[config.mk]
export PLATFORM = sky130hd
export DESIGN_NAME = wb_load_unit
export DESIGN_NICKNAME = d
export VERILOG_FILES = /design/src/rtl/wb_pkg.sv /design/src/rtl/load_align_extend.sv /design/src/rtl/wb_load_unit.sv
export SDC_FILE = /design/constraint.sdc
export NUM_CORES = 1
export LEC_CHECK = 0
export CORE_ASPECT_RATIO = 0.8
export CORE_UTILIZATION = 35
export DETAILED_ROUTE_END_ITERATION = 10
export PLACE_DENSITY_LB_ADDON = 0.05
export SLEW_MARGIN = 0
export SYNTH_ARGS = -nofsm -noshare
export SYNTH_HDL_FRONTEND = slang
export SYNTH_SLANG_ARGS = --single-unit
[constraint.sdc]
create_clock -name clk -period 6.2 [get_ports clk]
set_clock_uncertainty 0.15 [all_clocks]
set_input_delay 1.24 -clock clk [delete_from_list [all_inputs] [get_ports clk]]
set_output_delay 1.24 -clock clk [all_outputs]
set_load 0.02 [all_outputs]
[src/rtl/wb_pkg.sv]
// Shared load-unit definitions: funct3 encodings, FSM state type and the
// access-size helper used by both the controller and the extractor.
package wb_pkg;

  localparam logic [2:0] LB  = 3'b000;
  localparam logic [2:0] LH  = 3'b001;
  localparam logic [2:0] LW  = 3'b010;
  localparam logic [2:0] LD  = 3'b011;
  localparam logic [2:0] LBU = 3'b100;
  localparam logic [2:0] LHU = 3'b101;
  localparam logic [2:0] LWU = 3'b110;

  typedef enum logic [2:0] {
    ST_IDLE,
    ST_ISSUE0,
    ST_WAIT0,
    ST_ISSUE1,
    ST_WAIT1,
    ST_RESP
  } state_t;

  function automatic logic [3:0] load_size(input logic [2:0] funct3);
    return 4'd1 << funct3[1:0];
  endfunction

endpackage

[src/rtl/load_align_extend.sv]
// Combinational merge of up to two memory beats, right-alignment of the
// addressed bytes and zero/sign extension to XLEN.
module load_align_extend
  import wb_pkg::*;
#(
  parameter int XLEN = 32,
  parameter int OFFW = $clog2(XLEN / 8)
) (
  input  logic [XLEN-1:0] beat0,
  input  logic [XLEN-1:0] beat1,
  input  logic [OFFW-1:0] off,
  input  logic [2:0]      funct3,
  output logic [XLEN-1:0] result
);

  logic [2*XLEN-1:0] merged;
  logic [XLEN-1:0]   shifted;
  logic              sign_bit;
  logic              fill;
  int                nbits;

  assign merged  = {beat1, beat0};
  assign shifted = XLEN'(merged >> {off, 3'b000});

  // A full-width access keeps every bit, so the fill value never matters then.
  always_comb begin
    sign_bit = 1'b0;
    case (funct3[1:0])
      2'b00:   sign_bit = shifted[7];
      2'b01:   sign_bit = shifted[15];
      2'b10:   sign_bit = shifted[31];
      default: sign_bit = shifted[XLEN-1];
    endcase
    fill   = sign_bit & ~funct3[2];
    nbits  = 8 * int'(load_size(funct3));
    result = '0;
    for (int i = 0; i < XLEN; i++) begin
      result[i] = (i < nbits) ? shifted[i] : fill;
    end
  end

endmodule

[src/rtl/wb_load_unit.sv]
// Load/writeback unit: accepts one load, issues one or two aligned reads,
// and emits a registered one-cycle writeback pulse (or a fault).
module wb_load_unit
  import wb_pkg::*;
#(
  parameter int XLEN        = 32,
  parameter bit MISALIGN_EN = 1'b1
) (
  input  logic            clk,
  input  logic            rst,
  input  logic            req_valid,
  output logic            req_ready,
  input  logic [XLEN-1:0] req_addr,
  input  logic [2:0]      req_funct3,
  input  logic [4:0]      req_rd,
  output logic            mem_req_valid,
  input  logic            mem_req_ready,
  output logic [XLEN-1:0] mem_req_addr,
  input  logic            mem_rsp_valid,
  input  logic [XLEN-1:0] mem_rsp_data,
  output logic            wb_valid,
  output logic [4:0]      wb_rd,
  output logic [XLEN-1:0] wb_data,
  output logic            wb_fault
);

  localparam int B    = XLEN / 8;
  localparam int OFFW = $clog2(B);

  state_t          state, state_next;
  logic [XLEN-1:0] addr_q;
  logic [2:0]      funct3_q;
  logic [4:0]      rd_q;
  logic [XLEN-1:0] beat0_q;
  logic [XLEN-1:0] ext_beat0, ext_beat1, ext_result;
  logic [XLEN-1:0] aligned_addr;
  logic            req_illegal, req_cross, cur_cross;

  function automatic logic is_cross(input logic [OFFW-1:0] off, input logic [2:0] f3);
    return (int'(off) + int'(load_size(f3))) > B;
  endfunction

  assign req_illegal = (req_funct3 == 3'b111) ||
                       ((XLEN == 32) && ((req_funct3 == LD) || (req_funct3 == LWU)));
  assign req_cross   = is_cross(req_addr[OFFW-1:0], req_funct3);
  assign cur_cross   = is_cross(addr_q[OFFW-1:0], funct3_q);

  assign aligned_addr  = {addr_q[XLEN-1:OFFW], {OFFW{1'b0}}};
  assign req_ready     = (state == ST_IDLE);
  assign mem_req_valid = (state == ST_ISSUE0) || (state == ST_ISSUE1);

  always_comb begin
    mem_req_addr = '0;
    if (state == ST_ISSUE0) mem_req_addr = aligned_addr;
    else if (state == ST_ISSUE1) mem_req_addr = aligned_addr + XLEN'(B);
  end

  always_comb begin
    state_next = state;
    case (state)
      ST_IDLE:
        if (req_valid)
          state_next = (req_illegal || (req_cross && !MISALIGN_EN)) ? ST_RESP : ST_ISSUE0;
      ST_ISSUE0: if (mem_req_ready) state_next = ST_WAIT0;
      ST_WAIT0:  if (mem_rsp_valid) state_next = cur_cross ? ST_ISSUE1 : ST_RESP;
      ST_ISSUE1: if (mem_req_ready) state_next = ST_WAIT1;
      ST_WAIT1:  if (mem_rsp_valid) state_next = ST_RESP;
      ST_RESP:   state_next = ST_IDLE;
      default:   state_next = ST_IDLE;
    endcase
  end

  // The beat arriving this cycle feeds the extractor directly so that the
  // writeback register loads on the same edge the FSM enters RESP.
  assign ext_beat0 = (state == ST_WAIT0) ? mem_rsp_data : beat0_q;
  assign ext_beat1 = (state == ST_WAIT1) ? mem_rsp_data : '0;

  load_align_extend #(.XLEN(XLEN)) u_align (
    .beat0  (ext_beat0),
    .beat1  (ext_beat1),
    .off    (addr_q[OFFW-1:0]),
    .funct3 (funct3_q),
    .result (ext_result)
  );

  always_ff @(posedge clk or posedge rst) begin
    if (rst) begin
      state    <= ST_IDLE;
      addr_q   <= '0;
      funct3_q <= '0;
      rd_q     <= '0;
      beat0_q  <= '0;
      wb_valid <= 1'b0;
      wb_rd    <= '0;
      wb_data  <= '0;
      wb_fault <= 1'b0;
    end else begin
      state    <= state_next;
      wb_valid <= (state_next == ST_RESP);
      wb_fault <= 1'b0;
      if (state == ST_IDLE && req_valid) begin
        addr_q   <= req_addr;
        funct3_q <= req_funct3;
        rd_q     <= req_rd;
      end
      if (state == ST_WAIT0 && mem_rsp_valid) beat0_q <= mem_rsp_data;
      if (state == ST_IDLE && state_next == ST_RESP) begin
        wb_fault <= 1'b1;
        wb_data  <= '0;
        wb_rd    <= req_rd;
      end else if (state != ST_RESP && state_next == ST_RESP) begin
        wb_data <= ext_result;
        wb_rd   <= rd_q;
      end
    end
  end

endmodule

==> results.txt <==
Max VDD drop: 0.000217 V
reg2reg path depth: 6
First DRT Iteration DRCs: 261
most frequent cell after synthesis: dfrtp_1
synthesized area: 0.00658 mm2
Synth Area in Simple Gates: 0.127
post-CTS setup buffer count: 0
number of global-route vias before repair: 5173
status: complete, no violations
GRT Total Usage: 0.202
RSZ-0062 raised after global routing: false
Synth area leader: dfrtp_1
RD Place Congestion: 0.839
drt first pass iters: 5
largest family of logic cells by synthesized area: multiplexers
Final setup viols: 0
layout cell share with drive strength beyond 1: 0.180
worst hold path cell count: 2
clock share of power: 0.221
WL final: 18.8 mm
synth unique cells: 57
vias per std cell: 5.14
Seq pwr share: 0.295
Max Buffers Root-to-Sink: 2
hold endpoint: wb_data[25]
IO Pins: 150
CTS Buf Count: 17
Avg Cell Area, Syn: 10.5 um2
final antenna-violating net count: 0
CTS Root Cell: clkbuf_16
Syn. warnings: 0
worst r2r src: state[1]
first-pass GRT wire length: 29.8 mm
Final TNS setup: 0 ps
Final Max Slew Viols: 0
HP Class: flip-flop to flip-flop
clock sink count: 114
final worst-path setup slack: 1510 ps
Die ar.: 0.0194 mm2
flop-to-flop setup slack: 2720 ps
fin crit period: 4690 ps
clock tree from TritonCTS: built
CP Capture Type: output pin
internal cell power: 2.95 mW
row count: 44
pin count of the biggest net entering global routing: 76
synthesis-to-layout area growth: 34.8%
nets@finish: 838
mux cell area share after synthesis: 0.249
worst endpoint data arrival time: 3300 ps
placed cell areas: 0.00823 mm2
Port-buffer cells: 147
top cells by count, synth: dfrtp_1, mux2_2, mux2i_1
xor/xnor share of the synthesized area: 0.0359
Initial Utilization: 0.360
post-route cell area: 0.00887 mm2
clock-pin slew on the worst setup and hold paths: 50 ps
register area share after synthesis: 0.434
Maximum Capacitance Violations: 0
area share of the largest cell type after synthesis: 0.434
post-DP HPWL: 13.2 mm
final hold slack: 323 ps
CP max FO: 22
number of synthesized flops with an enable pin: 0
Post-synth ARST share: 1.00
startpoint types: flip-flop
post-CTS sizing: 0
final hold vios: 0
top area cells in the synthesized netlist: dfrtp_1, mux2_2, mux2i_1, o21ai_0, nand2_1
sw power: 1.89 mW
part of the cycle the worst path needs: 0.757
Main synth FF type: dfrtp_1
routed length per instance: 18.3 um
sw frac: 0.390
Die Y: 125 um
power density of the placed cells: 546 mW/mm2
via count: 5265
Hold Path Origin: wb_data[25]
Diodes inserted: 0
Compound-Gate Fraction of Synth Area: 0.107
Clock Latency Late Sink: 420 ps
post-synthesis cell count: 628
grt ovf: 0
Max transition margin: 0.269
combinational power share: 0.484
leakage power: 3.63 nW
fillers: 1723
core area: 0.0183 mm2
Adder-Cell Fraction of Synth Area: 0.00570
register bit total from synthesis: 114
Tot Pwr: 4.84 mW
Crit Path Class: flip-flop to output pin
# DRC: 0
initial antenna violation count: 0
maximum clock rate: 0.213 GHz
CP required: 4810 ps
Critical R2R Capture: wb_data[26]
Max H-tree Level: 4
worst-margin pin slew: 1100 ps
Die X: 155 um
pre-CTS setup slack: 1990 ps
# hold bufs at CTS: 0
==> critical path, cell delays in order, from the launching register on <==
cell	delay, ps
dfrtp_1	840
and3_1	320
nand4_1	460
or3_1	490
a21oi_1	150
clkdlybuf4s50_1	630
==> state kept, by name (all words and copies together) (netlist names) <==
register / flops
wb_valid: 1
wb_fault: 1
beat0_q: 32
state: 3
wb_rd: 5
funct3_q: 3
rd_q: 5
addr_q: 32
wb_data: 32
==> cells by family (layout without fill, tap and decap cells) <==
kind of cell / after synthesis / after routing
and+or+nand+nor: 168 / 168
AOI/OAI and AO/OA: 115 / 115
adders and majority gates: 3 / 3
muxes: 144 / 144
buffers and inverters: 56 / 198
DFF: 114 / 114
other: 1 / 2
xor gates and xnor gates: 27 / 27
==> metrics by stage <==
step                      instances  utilization
after global routing           1024        0.485
after global placement          992        0.450
after CTS                      1024        0.485
after detailed placement        992        0.450
after floorplan                 629            -
final                          1024        0.485
==> worst max path at each step <==
stage                  endpoint  startpoint  slack, ps
2_1_floorplan         addr_q[0]         rst       1790
3_3_place_gp   mem_req_addr[13]    state[1]       2040
3_5_place_dp   mem_req_addr[17]    state[1]       1990
4_1_cts        mem_req_addr[13]    state[1]       1530
5_1_grt        mem_req_addr[21]    state[1]       1260
6_report       mem_req_addr[13]    state[1]       1510
==> cells in the final DEF, fill, tap and decap left out, types with 5 or more instances in the layout <==
master           netlist  final
clkdlybuf4s50_1        0    147
dfrtp_1              114    113
mux2_2                69     69
mux2i_1               65     65
nand2_1               61     61
o21ai_0               58     58
nor2_1                38     38
xnor2_1               23     23
a21oi_1               19     19
clkbuf_16              0     17
o22ai_1               12     12
nor3_1                10     10
nand3_1               10     10
o21ai_2               10     10
mux4_2                 9      9
nand4_1                8      8
buf_4                  4      8
inv_1                  8      7
nor4_1                 7      7
and4_1                 6      6
bufinv_16              0      5
==> power by group through the flow <==
stage	combinational [mW]	clock, mW	sequential [mW]
after CTS	2.35	1.09	1.43
after global routing	2.54	1.13	1.49
after global placement	2.31	0	1.43
after floorplan	1.57	0	1.40
final	2.34	1.07	1.43
after detailed placement	2.34	0	1.44
==> metal layers <==
metal / GRT usage / wire length, um / up-vias
met5: 0 / 0 / -
met4: 0.0433 / 106 / 0
met3: 0.0518 / 853 / 12
met2: 0.288 / 7980 / 138
met1: 0.305 / 9830 / 2592
li1: - / - / 2523
==> cell type report <==
type                       instances  area, um2  area share
clock buffer                      22        464      0.0523
clock inverter                    10        180      0.0203
inverter                          11       43.8     0.00494
multi-input combinational        459       3480       0.392
sequential                       114       2850       0.322
tap                              253        317      0.0357
timing repair buffer             155       1530       0.173
Note: power is estimated with default switching activity, not from simulation.
